## config.mk

```make
export PLATFORM = sky130hd
export DESIGN_NAME = uart_mult_byte_tx_flat
export DESIGN_NICKNAME = d
export VERILOG_FILES = /design/src/rtl/uart_mult_byte_tx_if.sv /design/src/rtl/uart_mult_byte_tx.sv /design/src/flat_wrapper.sv
export SDC_FILE = /design/constraint.sdc
export NUM_CORES = 1
export LEC_CHECK = 0
export ABC_AREA = 1
export BUFFER_PORTS_ARGS = -buffer_cell sky130_fd_sc_hd__buf_4
export CAP_MARGIN = 20
export CORE_MARGIN = 1.5
export CORE_UTILIZATION = 25
export CTS_CLUSTER_SIZE = 20
export DETAILED_ROUTE_END_ITERATION = 16
export HOLD_SLACK_MARGIN = 0.05
export MAX_ROUTING_LAYER = met4
export PLACE_DENSITY = 0.47
export SETUP_SLACK_MARGIN = 0.3
export SYNTH_ARGS = -nofsm -noshare
export SYNTH_HDL_FRONTEND = slang
export SYNTH_SLANG_ARGS = --single-unit
```

## constraint.sdc

```tcl
create_clock -name sys_clk -period 1.7 [get_ports sys_clk]
set_input_delay 0.255 -clock sys_clk [delete_from_list [all_inputs] [get_ports sys_clk]]
set_output_delay 0.255 -clock sys_clk [all_outputs]
set_load 0.1 [all_outputs]
```

## src/rtl/uart_mult_byte_tx_if.sv

```systemverilog
// Packet-transmit handshake between a packet source (master) and the
// UART packet transmitter (slave).
interface uart_mult_byte_tx_if #(
  parameter int MAX_BYTES = 12
);
  logic                   tx_start;
  logic [7:0]             tx_len;
  logic [MAX_BYTES*8-1:0] tx_data;
  logic                   uart_txd;
  logic                   tx_busy;
  logic                   tx_done;
  logic [7:0]             byte_idx;

  modport master (
    output tx_start, tx_len, tx_data,
    input  uart_txd, tx_busy, tx_done, byte_idx
  );

  modport slave (
    input  tx_start, tx_len, tx_data,
    output uart_txd, tx_busy, tx_done, byte_idx
  );
endinterface

```

## src/rtl/uart_mult_byte_tx.sv

```systemverilog
// Framed UART packet transmitter: HEAD, LEN, payload bytes, CRC8 (poly 0x07)
// over the payload, 8N1 with no gap between bytes.
//
// state | meaning
// IDLE  | line high, waiting for tx_start
// HEAD  | sending the header byte
// LEN   | sending the clamped payload length
// DATA  | sending payload bytes from the shadow register
// CRC   | sending the accumulated CRC8
// FIN   | one-cycle completion pulse, tx_start ignored
module uart_mult_byte_tx #(
  parameter int         CLK_FREQ  = 50000000,
  parameter int         UART_BPS  = 115200,
  parameter int         MAX_BYTES = 12,
  parameter logic [7:0] HEAD_BYTE = 8'h5A
) (
  input logic                sys_clk,
  input logic                sys_rst_n,
  uart_mult_byte_tx_if.slave bus
);
  localparam int BPS_CNT = CLK_FREQ / UART_BPS;
  localparam int BAUD_W  = (BPS_CNT > 1) ? $clog2(BPS_CNT) : 1;

  typedef enum logic [2:0] {IDLE, HEAD, LEN, DATA, CRC, FIN} state_t;

  state_t                 state_q, state_n;
  logic [BAUD_W-1:0]      baud_q, baud_n;
  logic [3:0]             bit_q, bit_n;
  logic [7:0]             shift_q, shift_n;
  logic [MAX_BYTES*8-1:0] shadow_q, shadow_n;
  logic [7:0]             len_q, len_n;
  logic [7:0]             ptr_q, ptr_n;
  logic [7:0]             crc_q, crc_n;
  logic [7:0]             idx_q, idx_n;
  logic                   txd_q, txd_n;

  function automatic logic [7:0] crc8_step(input logic [7:0] c, input logic [7:0] d);
    logic [7:0] r;
    r = c ^ d;
    for (int i = 0; i < 8; i++) r = r[7] ? ((r << 1) ^ 8'h07) : (r << 1);
    return r;
  endfunction

  always_comb begin
    state_n  = state_q;
    baud_n   = baud_q;
    bit_n    = bit_q;
    shift_n  = shift_q;
    shadow_n = shadow_q;
    len_n    = len_q;
    ptr_n    = ptr_q;
    crc_n    = crc_q;
    idx_n    = idx_q;
    txd_n    = txd_q;
    case (state_q)
      IDLE: begin
        txd_n = 1'b1;
        if (bus.tx_start) begin
          state_n  = HEAD;
          shadow_n = bus.tx_data;
          len_n    = (bus.tx_len > 8'(MAX_BYTES)) ? 8'(MAX_BYTES) : bus.tx_len;
          crc_n    = 8'h00;
          ptr_n    = 8'd0;
          shift_n  = HEAD_BYTE;
          baud_n   = '0;
          bit_n    = 4'd0;
          idx_n    = 8'd0;
          txd_n    = 1'b0;
        end
      end
      HEAD, LEN, DATA, CRC: begin
        if (baud_q == BAUD_W'(BPS_CNT - 1)) begin
          baud_n = '0;
          if (bit_q == 4'd9) begin
            // Stop bit finished: load the next byte and start it immediately.
            bit_n = 4'd0;
            txd_n = 1'b0;
            idx_n = idx_q + 8'd1;
            case (state_q)
              HEAD: begin
                state_n = LEN;
                shift_n = len_q;
              end
              LEN, DATA: begin
                if (ptr_q == len_q) begin
                  state_n = CRC;
                  shift_n = crc_q;
                end else begin
                  state_n  = DATA;
                  shift_n  = shadow_q[7:0];
                  shadow_n = shadow_q >> 8;
                  crc_n    = crc8_step(crc_q, shadow_q[7:0]);
                  ptr_n    = ptr_q + 8'd1;
                end
              end
              default: begin
                state_n = FIN;
                txd_n   = 1'b1;
                idx_n   = idx_q;
              end
            endcase
          end else begin
            bit_n = bit_q + 4'd1;
            txd_n = (bit_q == 4'd8) ? 1'b1 : shift_q[bit_q[2:0]];
          end
        end else begin
          baud_n = baud_q + 1'b1;
        end
      end
      FIN:     state_n = IDLE;
      default: state_n = IDLE;
    endcase
  end

  always_ff @(posedge sys_clk) begin
    if (!sys_rst_n) begin
      state_q  <= IDLE;
      baud_q   <= '0;
      bit_q    <= 4'd0;
      shift_q  <= 8'h00;
      shadow_q <= '0;
      len_q    <= 8'd0;
      ptr_q    <= 8'd0;
      crc_q    <= 8'h00;
      idx_q    <= 8'd0;
      txd_q    <= 1'b1;
    end else begin
      state_q  <= state_n;
      baud_q   <= baud_n;
      bit_q    <= bit_n;
      shift_q  <= shift_n;
      shadow_q <= shadow_n;
      len_q    <= len_n;
      ptr_q    <= ptr_n;
      crc_q    <= crc_n;
      idx_q    <= idx_n;
      txd_q    <= txd_n;
    end
  end

  assign bus.uart_txd = txd_q;
  assign bus.tx_busy  = (state_q == HEAD) || (state_q == LEN) ||
                        (state_q == DATA) || (state_q == CRC);
  assign bus.tx_done  = (state_q == FIN);
  assign bus.byte_idx = idx_q;
endmodule

```

## src/flat_wrapper.sv

```systemverilog
// flat-port wrapper written by rule: the top's interface ports become plain ports
module uart_mult_byte_tx_flat 
#(
  parameter int         CLK_FREQ  = 50000000,
  parameter int         UART_BPS  = 115200,
  parameter int         MAX_BYTES = 12,
  parameter logic [7:0] HEAD_BYTE = 8'h5A
)
  (sys_clk, sys_rst_n, bus_tx_start, bus_tx_len, bus_tx_data, bus_uart_txd, bus_tx_busy, bus_tx_done, bus_byte_idx);
  uart_mult_byte_tx_if #(.MAX_BYTES(MAX_BYTES)) bus_i ();
  input logic sys_clk;
  input logic sys_rst_n;
  input wire logic [$bits(bus_i.tx_start)-1:0] bus_tx_start;
  input wire logic [$bits(bus_i.tx_len)-1:0] bus_tx_len;
  input wire logic [$bits(bus_i.tx_data)-1:0] bus_tx_data;
  output wire logic [$bits(bus_i.uart_txd)-1:0] bus_uart_txd;
  output wire logic [$bits(bus_i.tx_busy)-1:0] bus_tx_busy;
  output wire logic [$bits(bus_i.tx_done)-1:0] bus_tx_done;
  output wire logic [$bits(bus_i.byte_idx)-1:0] bus_byte_idx;
  assign bus_i.tx_start = bus_tx_start;
  assign bus_i.tx_len = bus_tx_len;
  assign bus_i.tx_data = bus_tx_data;
  assign bus_uart_txd = bus_i.uart_txd;
  assign bus_tx_busy = bus_i.tx_busy;
  assign bus_tx_done = bus_i.tx_done;
  assign bus_byte_idx = bus_i.byte_idx;
  uart_mult_byte_tx #(.CLK_FREQ(CLK_FREQ), .UART_BPS(UART_BPS), .MAX_BYTES(MAX_BYTES), .HEAD_BYTE(HEAD_BYTE)) u_core (.sys_clk(sys_clk), .sys_rst_n(sys_rst_n), .bus(bus_i));
endmodule
```

==> results of run 1 <==
-- layer usage --
layer,GRT usage (%),vias to the layer above,share of wire (%)
li1,-,4334,-
met1,18.52,3610,49
met2,23.56,110,47
met3,2.654,16,3.0
met4,3.504,0,1.0
met5,-,-,0
-- layout make-up --
class / instances / area (um2)
Clock buffer: 20 / 467.9
Tap cell: 402 / 503.0
Timing Repair Buffer: 209 / 2026
Inverter: 148 / 585.6
Clock inverter: 12 / 126.4
Timing Repair inverter: 1 / 8.758
Fill cell: 3432 / 20100
Sequential cell: 153 / 3104
Multi-Input combinational cell: 944 / 4634
-- timing repair --
action,CTS,global route
resized for setup,57,138
setup endpoints to repair,155,155
cloned,3,7
buffers inserted,6,13
hold buffers,0,0
pin swaps,10,34
-- power by group --
part | internal (W) | leakage (nW) | switching, W
sequential | 0.00445 | 1.26 | 0.000340
combinational | 0.00693 | 3.98 | 0.0100
clock | 0.00219 | 0.292 | 0.00173
total | 0.0136 | 5.53 | 0.0121
-- cells in the mapped netlist (3+ instances only) --
master    instances
nand2_1         457
nor2_1          230
dfxtp_1         153
inv_1           140
o21ai_0          99
a21oi_1          46
nand3_1          32
clkbuf_1         29
buf_2            20
nand4_1          14
xnor2_1          13
xor2_1           11
buf_6            10
nor3_1            8
clkinv_1          4
ha_1              4
inv_2             4
nand2_2           4
a31oi_1           3
buf_4             3
nor2_2            3
nor3b_1           3
-- tightest hold or removal path, stage by stage --
cell and delay [ns]:
buf_4 0.11, nand2_1 0.05, a21oi_1 0.05
-- sequential cells by signal (all words and copies together) (netlist names), 3 cells and up --
name	flops
u_core.baud_q	9
u_core.bit_q	4
u_core.bus.byte_idx	8
u_core.crc_q	8
u_core.len_q	8
u_core.ptr_q	8
u_core.shadow_q	96
u_core.shift_q	8
u_core.state_q	3
-- kinds of logic (layout without fill, tap and decap cells) --
group | after synthesis | count (layout) | synth area share (%)
AND/OR/NAND/NOR | 760 | 761 | 37.46
XOR/XNOR | 24 | 24 | 2.618
AO/OA/AOI/OAI | 155 | 155 | 9.943
flip-flops | 153 | 153 | 38.15
adder cells (fa/ha/maj) | 4 | 4 | 0.6234
buffers and inverters | 210 | 390 | 11.20
-- path summary, 6_finish.rpt --
path	endpoint	start	slack (ns)	cells past startpoint
worst max register to register	u_core.shift_q[0]$_SDFFE_PN0P_	u_core.baud_q[1]$_SDFFE_PN0P_	-0.09	13
worst min register to register	u_core.len_q[7]$_SDFFE_PN0P_	u_core.len_q[7]$_SDFFE_PN0P_	0.46	2
worst min-delay path	u_core.shadow_q[91]$_SDFFE_PN0P_	bus_tx_data[91]	0.08	3
worst max-delay path	u_core.shift_q[0]$_SDFFE_PN0P_	u_core.baud_q[1]$_SDFFE_PN0P_	-0.09	13
-- through the flow --
stage	hold WS, ns	power, W	cells
after floorplan	0.4040	0.01479	1306
after global placement	0.4494	0.01771	1828
after detailed placement	0.4548	0.01775	1828
after CTS	0.05506	0.02342	1869
after global routing	0.07007	0.02806	1889
final	0.07845	0.02569	1889
==> flow_summary_export.csv, run 1 <==
group,metric,value,unit
synth,avgSynthCellArea,6.148,um2
die,fp-row-count,65,
critical_path,cp-start-kind,"flop",
synth,yosysTopAreaCell,"dfxtp_1",
placed_design,io_buffer_count,117,
layout,areaGrowthSynthToFinish,42.68,%
global_route,antenna_found_initial,0,
routing,drtIter0Drc,442,
layout,antenna_cells,0,
global_route,grt_pass1_wl,37690,um
layout,most-common-layout-cells,"nand2_1, nor2_1, buf_4",
layout,final_design_area_no_fill,11460,um2
clock_tree,cts_tree,"built",
die,dieArea,33200,um2
power,p_per_area,2243,nW/um2
critical_path,cpLargestDelayFamily,"simple AND/OR/NAND/NOR gates",
timing,period_share,105.4,%
timing,rsz0062_at_grt,"true",
clock_tree,clock-sinks,153,
synth,async_reset_ff_share,0,%
run_status,violations,"negative setup slack",
synth,ys_seq_elements,153,
die,io_pins,118,
timing,drv_slew,0,
timing,setup_ws,-0.09220,ns
timing,setup_violations,116,
synth,synth.distinct_cells,34,
routing,drt_first_pass_iters,5,
placed_design,place_area,9817,um2
timing,max_freq,558.0,MHz
timing,worst_pin_slew,0.3733,ns
synth,ys_top_cells_by_area,"dfxtp_1, nand2_1, nor2_1",
layout,drive_gt1_share,27.30,%
synth,syn_nets,1417,
synth,synth_top_cell_area_share,38.15,%
clock_tree,clk_latency,0.44,ns
layout,final_util,36.30,%
die,initial_core_util,25.44,%
synth,synth_flop_cell,"dfxtp_1",
routing,vias_per_cell,4.272,
clock_tree,cts_buffer_depth,2,
die,die_w,182.2,um
synth,synth_warnings,0,
critical_path,cpMostUsedCell,"nand2_2",
routing,drc,0,
critical_path,crit_fanout,6,
critical_path,critPathKind,"flop to flop",
clock_tree,clockRootBuffer,"clkbuf_16",
placed_design,gp_congestion,0.7850,
synth,netlist_instances,1306,
flow_run,maxCapViolCount,0,
layout,final_common_cell,"nand2_1",
critical_path,arrival,2.15,ns
clock_tree,cts_made_buffers,17,
timing,clock_skew,0.01585,ns
global_route,grt_max_degree,61,
worst_hold_path,min_path_type,"input pin to flop",
critical_path,cp_num_buf_inv,3,
die,fp.dieH,182.2,um
synth,ys_seq_area_share,38.15,%
critical_path,cp_cell_sequence,"inv_2 -> ha_4 -> nand2_2 -> nor3_2 -> nand2_2 -> nand2_2 -> inv_2 -> nor2_4 -> nand2_2 -> nor2_4 -> buf_6 -> nand2_2 -> a21oi_1",
synth,syn_area,8029,um2
global_route,grt_remaining_overflow,0,
timing,slew_headroom,74.93,%
critical_path,slowest_delay,0.32,ns
die,core,31560,um2
routing,ant_nets,0,
clock_tree,htreeDepth,4,
timing,fin_setup_tns,-5.174,ns
layout,fin_nets,1585,
global_route,grt_pass1_vias,7755,
routing,wl_per_cell,12.61,um
timing,hold_viol,0,
clock_tree,clkTransAtPathRegs,0.07,ns
critical_path,worstPathRequired,2.06,ns
global_route,grt.total_usage,14.47,%
placed_design,post-place-ws,-0.1103,ns
critical_path,slowest_stage,"dfxtp_2",
routing,vias,8070,
power,p_leak,5.534,nW
timing,period_minus_slack,1.792,ns
synth,synth_edf_count,0,
power,peakVddDrop,981.6,uV
routing,finalWirelength,23830,um
critical_path,critPathCaptureType,"flop",
run_status,outcome,"finished with violations",
placed_design,place_hpwl,15340,um
No activity file was read; power rests on OpenSTA's default activity.
==> inputs of run 2 (changes only) <==
ABC_AREA = default   (was 1)
==> run 2 against run 1 <==
Effect of this change: the flow still finishes with violations (negative setup slack); clock skew is 0.0017 ns lower; worst hold slack better by 0.033 ns; critical path depth is 8 lower; sequential power is 16% lower; largest power group is now sequential cells; highest routed layer unchanged.
==> flow_summary_export.csv, run 2 <==
group,metric,value,unit
run_status,outcome,"finished with violations",
run_status,violations,"negative setup slack",
synth,yosysTopAreaCell,"dfxtp_1",
die,dieArea,30530,um2
timing,rsz0062_at_grt,"true",
global_route,met2_usage,29.55,%
layout,largest_reg_flops,96,
critical_path,cpLargestDelayFamily,"simple AND/OR/NAND/NOR gates",
critical_path,worstPathRequired,1.44,ns
layout,areaGrowthSynthToFinish,85.22,%
clock_tree,clkTransAtPathRegs,0.07,ns
global_route,busiest_layer,"met2",
critical_path,critPathCaptureType,"primary output",
routing,wl_per_cell,19.20,um
die,fp.dieH,174.7,um
die,initial_core_util,25.55,%
synth,netlist_instances,799,
clock_tree,cts_tree,"built",
placed_design,place_hpwl,16550,um
critical_path,cp_num_buf_inv,3,
critical_path,slowest_delay,0.36,ns
synth,async_reset_ff_share,0,%
routing,drt_first_pass_iters,6,
die,die_w,174.7,um
timing,hold_viol,0,
power,p_per_area,774.5,nW/um2
global_route,grt_pass1_vias,7550,
clock_tree,cts_buffer_depth,2,
timing,drv_slew,0,
global_route,grt_max_degree,41,
synth,synth_flop_cell,"dfxtp_1",
die,core,28860,um2
synth,ys_seq_elements,153,
global_route,use_met1,24.63,%
synth,synth.most_common_cell,"dfxtp_1",
clock_tree,htreeDepth,4,
timing,worst_pin_slew,0.6036,ns
critical_path,crit_fanout,5,
timing,slew_headroom,59.76,%
synth,synth_fa_ha_area_share,0.9504,%
timing,period_share,114.7,%
synth,synth_top_family_by_area,"simple AND/OR/NAND/NOR gates",
critical_path,slowest_stage,"dfxtp_4",
critical_path,cp_cell_sequence,"buf_6 -> or3_4 -> nand2_8 -> clkinvlp_4 -> buf_8",
placed_design,gp_congestion,0.8106,
timing,clock_skew,0.01416,ns
power,finalPower,0.01057,W
layout,final_common_cell,"buf_4",
synth,synth.distinct_cells,62,
worst_hold_path,min_path_type,"input pin to flop",
global_route,grt_pass1_wl,43100,um
placed_design,io_buffer_count,117,
timing,max_freq,513.0,MHz
synth,synth_top_cell_area_share,41.55,%
global_route,use_met3,2.742,%
die,io_pins,118,
synth,synth_simple_gate_area_share,18.79,%
clock_tree,clk_latency,0.43,ns
critical_path,cp-start-kind,"flop",
synth,synth_warnings,0,
layout,final_cells,1474,
die,fp-row-count,62,
routing,finalWirelength,28300,um
placed_design,post-place-ws,-0.2417,ns
global_route,antenna_found_initial,0,
routing,drtIter0Drc,380,
placed_design,placed_cells,1347,
synth,avgSynthCellArea,9.227,um2
routing,drc,0,
critical_path,arrival,1.69,ns
critical_path,cp.depth,5,
critical_path,critPathKind,"flop to primary output",
critical_path,ff2ff_path_depth,9,
clock_tree,cts_made_buffers,17,
layout,top_register,"u_core.shadow_q",
synth,synth_mux_area_share,13.12,%
synth,synth_commonest_cells,"dfxtp_1, nor3_1, mux2i_1",
clock_tree,clock-sinks,153,
timing,setup_violations,132,
power,p_leak,5.336,nW
timing,period_minus_slack,1.949,ns
global_route,grt_remaining_overflow,0,
synth,synth_compound_area_share,15.78,%
synth,syn_nets,910,
layout,most-common-layout-cells,"buf_4, dfxtp_1, mux2i_1",
flow_run,maxCapViolCount,0,
timing,setup_ws,-0.2495,ns
synth,synth_edf_count,0,
power,peakVddDrop,501.0,uV
synth,ys_seq_area_share,41.55,%
routing,vias,7475,
worst_hold_path,holdPathStages,2,
routing,ant_nets,0,
layout,reg.largest.list,"u_core.shadow_q (96), u_core.baud_q (9)",
layout,fin_nets,1189,
synth,syn_area,7372,um2
layout,drive_gt1_share,59.82,%
routing,vias_per_cell,5.071,
synth,synth_xor_area_share,5.227,%
clock_tree,clockRootBuffer,"clkbuf_16",
critical_path,r2r_slack,-0.24,ns
layout,antenna_cells,0,
synth,ys_top_cells_by_area,"dfxtp_1, mux2i_1, a211oi_1",
global_route,grt.total_usage,18.53,%
run 2: cell types whose count changed after synthesis, sizes merged, moves of 85 or more:
cell    before  now
o21ai      100   15
nor2       235   35
nand2      462   39
inv        144    4
mux2i        0   91
a211oi       1   90
nor3         8  101
run 2: layer usage:
| metal | routed length [um] | share of wire, % |
|---|---|---|
| met5 | 0 | 0 |
| met4 | 378 | 1.3 |
| met3 | 1008 | 3.6 |
| met2 | 13740 | 49 |
| met1 | 13180 | 47 |
run 2: final timing paths:
path                                    start                               end
min reg2reg  u_core.shadow_q[94]$_SDFFE_PN0P_  u_core.shadow_q[94]$_SDFFE_PN0P_
min                             bus_tx_len[1]      u_core.len_q[1]$_SDFFE_PN0P_
max reg2reg      u_core.ptr_q[6]$_SDFFE_PN0P_  u_core.shadow_q[49]$_SDFFE_PN0P_
max            u_core.state_q[1]$_SDFFE_PN0P_                       bus_tx_busy
run 2: power by group:
part	internal (W)	switching, W
sequential	0.00382	0.000221
combinational	0.00138	0.00116
clock	0.00236	0.00164
total	0.00756	0.00302
run 2: worst reg2reg max path, cell delays in order, from the launching register on:
cell      delay, ns
dfxtp_2        0.33
xnor2_2        0.17
nand4_1        0.13
buf_6          0.16
o211ai_4       0.32
nand2_4        0.17
buf_12         0.18
buf_12         0.12
buf_16         0.13
a211oi_2       0.16
run 2: cell type report:
type | instances | area [um2]
multi-input combinational | 571 | 5791
inverter | 4 | 20.02
fill | 2591 | 15200
tap | 384 | 480.5
clock inverter | 13 | 167.7
clock buffer | 18 | 439.2
timing repair buffer | 331 | 3655
sequential | 153 | 3102
run 2: kinds of logic (layout without fill, tap and decap cells):
| family | after synthesis | in the layout |
|---|---|---|
| flops | 153 | 153 |
| xor+xnor | 44 | 44 |
| compound gates | 160 | 161 |
| fa+ha+maj | 6 | 6 |
| buf+inv | 77 | 366 |
| mux | 94 | 94 |
| simple gates | 265 | 266 |
run 2: what timing repair did:
item                                    in CTS  in global routing
resized for setup                          271                147
hold endpoints to repair                     7                  0
buffers inserted                            47                 11
pin swaps                                   76                 55
endpoints found under the setup margin     157                156
gates cloned                                25                  6
hold buffers                                 7                  0
run 2: stage by stage:
| step | hold slack, ns | setup TNS (ns) | instance area [um2] | utilization [%] |
|---|---|---|---|---|
| 2_1_floorplan | 0.3806 | -6.650 | 7818 | - |
| 3_5_place_dp | 0.4522 | -18.38 | 9768 | 33.85 |
| 4_1_cts | 0.05942 | -16.74 | 12720 | 44.07 |
| 6_report | 0.1113 | -18.11 | 13650 | 47.32 |
| 3_3_place_gp | 0.4480 | -15.38 | 9768 | 33.85 |
| 5_1_grt | 0.09687 | -29.69 | 13650 | 47.32 |
==> inputs of run 3 (changes only) <==
==> constraint.sdc (replaced) <==
create_clock -name sys_clk -period 1.7 [get_ports sys_clk]
set_input_delay 0 -clock sys_clk [delete_from_list [all_inputs] [get_ports sys_clk]]
set_output_delay 0 -clock sys_clk [all_outputs]
set_load 0.1 [all_outputs]
==> run 3 against run 2 <==
Effect of this change: the flow still finishes with violations (negative setup slack); utilization fell by 1.8 points; first-iteration DRC count fell by 19%; register-to-register slack improved by 0.06 ns; design area fell by 3.8%; combinational power fell by 15%; clock power fell by 3%; clock skew rose by 0.0074 ns; critical path type is now flop to flop; highest routed layer unchanged.
==> flow_summary_export.csv, run 3 (synthesized netlist as in run 2, its figures left out) <==
group,metric,value,unit
run_status,outcome,"finished with violations",
run_status,violations,"negative setup slack",
clock_tree,cts_tree,"built",
layout,fillers,2757,
layout,areaGrowthSynthToFinish,78.24,%
critical_path,slowest_delay,0.33,ns
routing,vias,7440,
timing,worst_pin_slew,0.5813,ns
global_route,grt_pass1_wl,40970,um
die,fp-row-count,62,
critical_path,critPathCaptureType,"flop",
placed_design,gp_congestion,0.8181,
placed_design,io_buffer_count,117,
global_route,grt_remaining_overflow,0,
timing,setup_violations,143,
power,peakVddDrop,710.3,uV
routing,ant_nets,0,
global_route,grt_max_degree,52,
layout,reg.largest.list,"u_core.shadow_q (96), u_core.baud_q (9)",
die,initial_core_util,25.55,%
layout,antenna_cells,0,
timing,max_freq,531.6,MHz
critical_path,arrival,2.23,ns
timing,period_minus_slack,1.881,ns
clock_tree,clk_latency,0.44,ns
clock_tree,clockRootBuffer,"clkbuf_16",
clock_tree,htreeDepth,4,
critical_path,cp_cell_sequence,"inv_2 -> ha_4 -> and4_4 -> a31o_4 -> o211ai_4 -> buf_6 -> buf_16 -> or3_1 -> a31oi_1",
clock_tree,cts_made_buffers,17,
critical_path,worstPathRequired,2.05,ns
layout,most-common-layout-cells,"buf_4, dfxtp_1, dlygate4sd3_1",
global_route,grt.total_usage,17.30,%
critical_path,crit_fanout,6,
critical_path,critPathKind,"flop to flop",
flow_run,maxCapViolCount,0,
layout,final_cells,1523,
die,core,28860,um2
placed_design,place_hpwl,16280,um
layout,drive_gt1_share,47.94,%
routing,drc,0,
layout,top_register,"u_core.shadow_q",
worst_hold_path,min_path_type,"input pin to flop",
clock_tree,cts_buffer_depth,2,
layout,seq_area,3099,um2
power,p_leak,5.160,nW
timing,drv_slew,0,
clock_tree,clock-sinks,153,
routing,vias_per_cell,4.885,
die,dieArea,30530,um2
power,finalPower,0.01002,W
global_route,grt_pass1_vias,7574,
timing,slew_headroom,61.17,%
critical_path,slowest_stage,"dfxtp_2",
clock_tree,clkTransAtPathRegs,0.08,ns
timing,setup_ws,-0.1810,ns
die,die_w,174.7,um
timing,period_share,110.6,%
layout,final_common_cell,"buf_4",
placed_design,placed_cells,1340,
routing,drtIter0Drc,306,
die,fp.dieH,174.7,um
timing,rsz0062_at_grt,"true",
routing,wl_per_cell,17.17,um
global_route,antenna_found_initial,0,
critical_path,cp-start-kind,"flop",
routing,drt_first_pass_iters,6,
layout,multiInputGateArea,5182,um2
die,io_pins,118,
layout,fin_nets,1237,
routing,finalWirelength,26150,um
layout,largest_reg_flops,96,
power,p_per_area,762.9,nW/um2
timing,hold_viol,0,
timing,clock_skew,0.02155,ns
-- run 3: path summary, 6_finish.rpt --
check                                        start  slack [ns]                               end  depth (start not counted)
setup reg to reg     u_core.baud_q[1]$_SDFFE_PN0P_       -0.18      u_core.crc_q[6]$_SDFFE_PN0P_                          9
hold / removal                     bus_tx_data[81]        0.06  u_core.shadow_q[81]$_SDFFE_PN0P_                          4
hold reg to reg   u_core.shadow_q[92]$_SDFFE_PN0P_        0.46  u_core.shadow_q[92]$_SDFFE_PN0P_                          2
setup / recovery     u_core.baud_q[1]$_SDFFE_PN0P_       -0.18      u_core.crc_q[6]$_SDFFE_PN0P_                          9
-- run 3: area by class of cell --
cell class / instances / area share, %
Multi-Input combinational cell: 569 / 39.44
Timing Repair Buffer: 381 / 28.61
Sequential cell: 153 / 23.59
Tap cell: 384 / 3.656
Clock buffer: 17 / 3.237
Clock inverter: 15 / 1.314
Inverter: 4 / 0.1524
-- run 3: timing repair --
item | 4_1_cts | 5_1_grt
pin swaps | 42 | 51
resized for setup | 146 | 111
hold buffers | 103 | 0
cloned | 5 | 5
setup buffers | 24 | 14
setup endpoints to repair | 155 | 154
endpoints found under the hold margin | 105 | 0
-- run 3: power breakdown --
| part | total [W] | internal [W] | switching (W) |
|---|---|---|---|
| Combinational | 0.00217 | 0.00118 | 0.000990 |
| Clock | 0.00386 | 0.00199 | 0.00187 |
| Sequential | 0.00400 | 0.00381 | 0.000183 |
| Total | 0.0100 | 0.00698 | 0.00305 |
-- run 3: worst max-delay path: cells and delay by family (launching register included) --
kind            cells  cell delay, ns
buf+inv             3            0.35
simple gates        2            0.54
flops               1            0.33
compound gates      3            0.47
fa+ha+maj           1            0.12
-- run 3: through the flow --
stage                     util, %  cell area (um2)  hold slack (ns)  TNS [ns]  setup slack, ns
final                       45.53            13140          0.05611    -13.70          -0.1810
after global routing        45.53            13140          0.05713    -24.35          -0.2441
after CTS                   43.05            12420          0.05638    -10.76          -0.1610
after detailed placement    33.80             9753           0.2355    -15.11          -0.2406
after global placement      33.80             9753           0.2244    -17.73          -0.2661
after floorplan                 -             7818           0.1256    -6.650          -0.1594
-- run 3: layer usage --
layer  vias to the layer above  wire, um  track usage, %
met5                         -         0               -
met4                         0       303           4.167
li1                       3653         -               -
met3                        22       788           2.611
met2                       145     12680           27.94
met1                      3620     12370           22.67
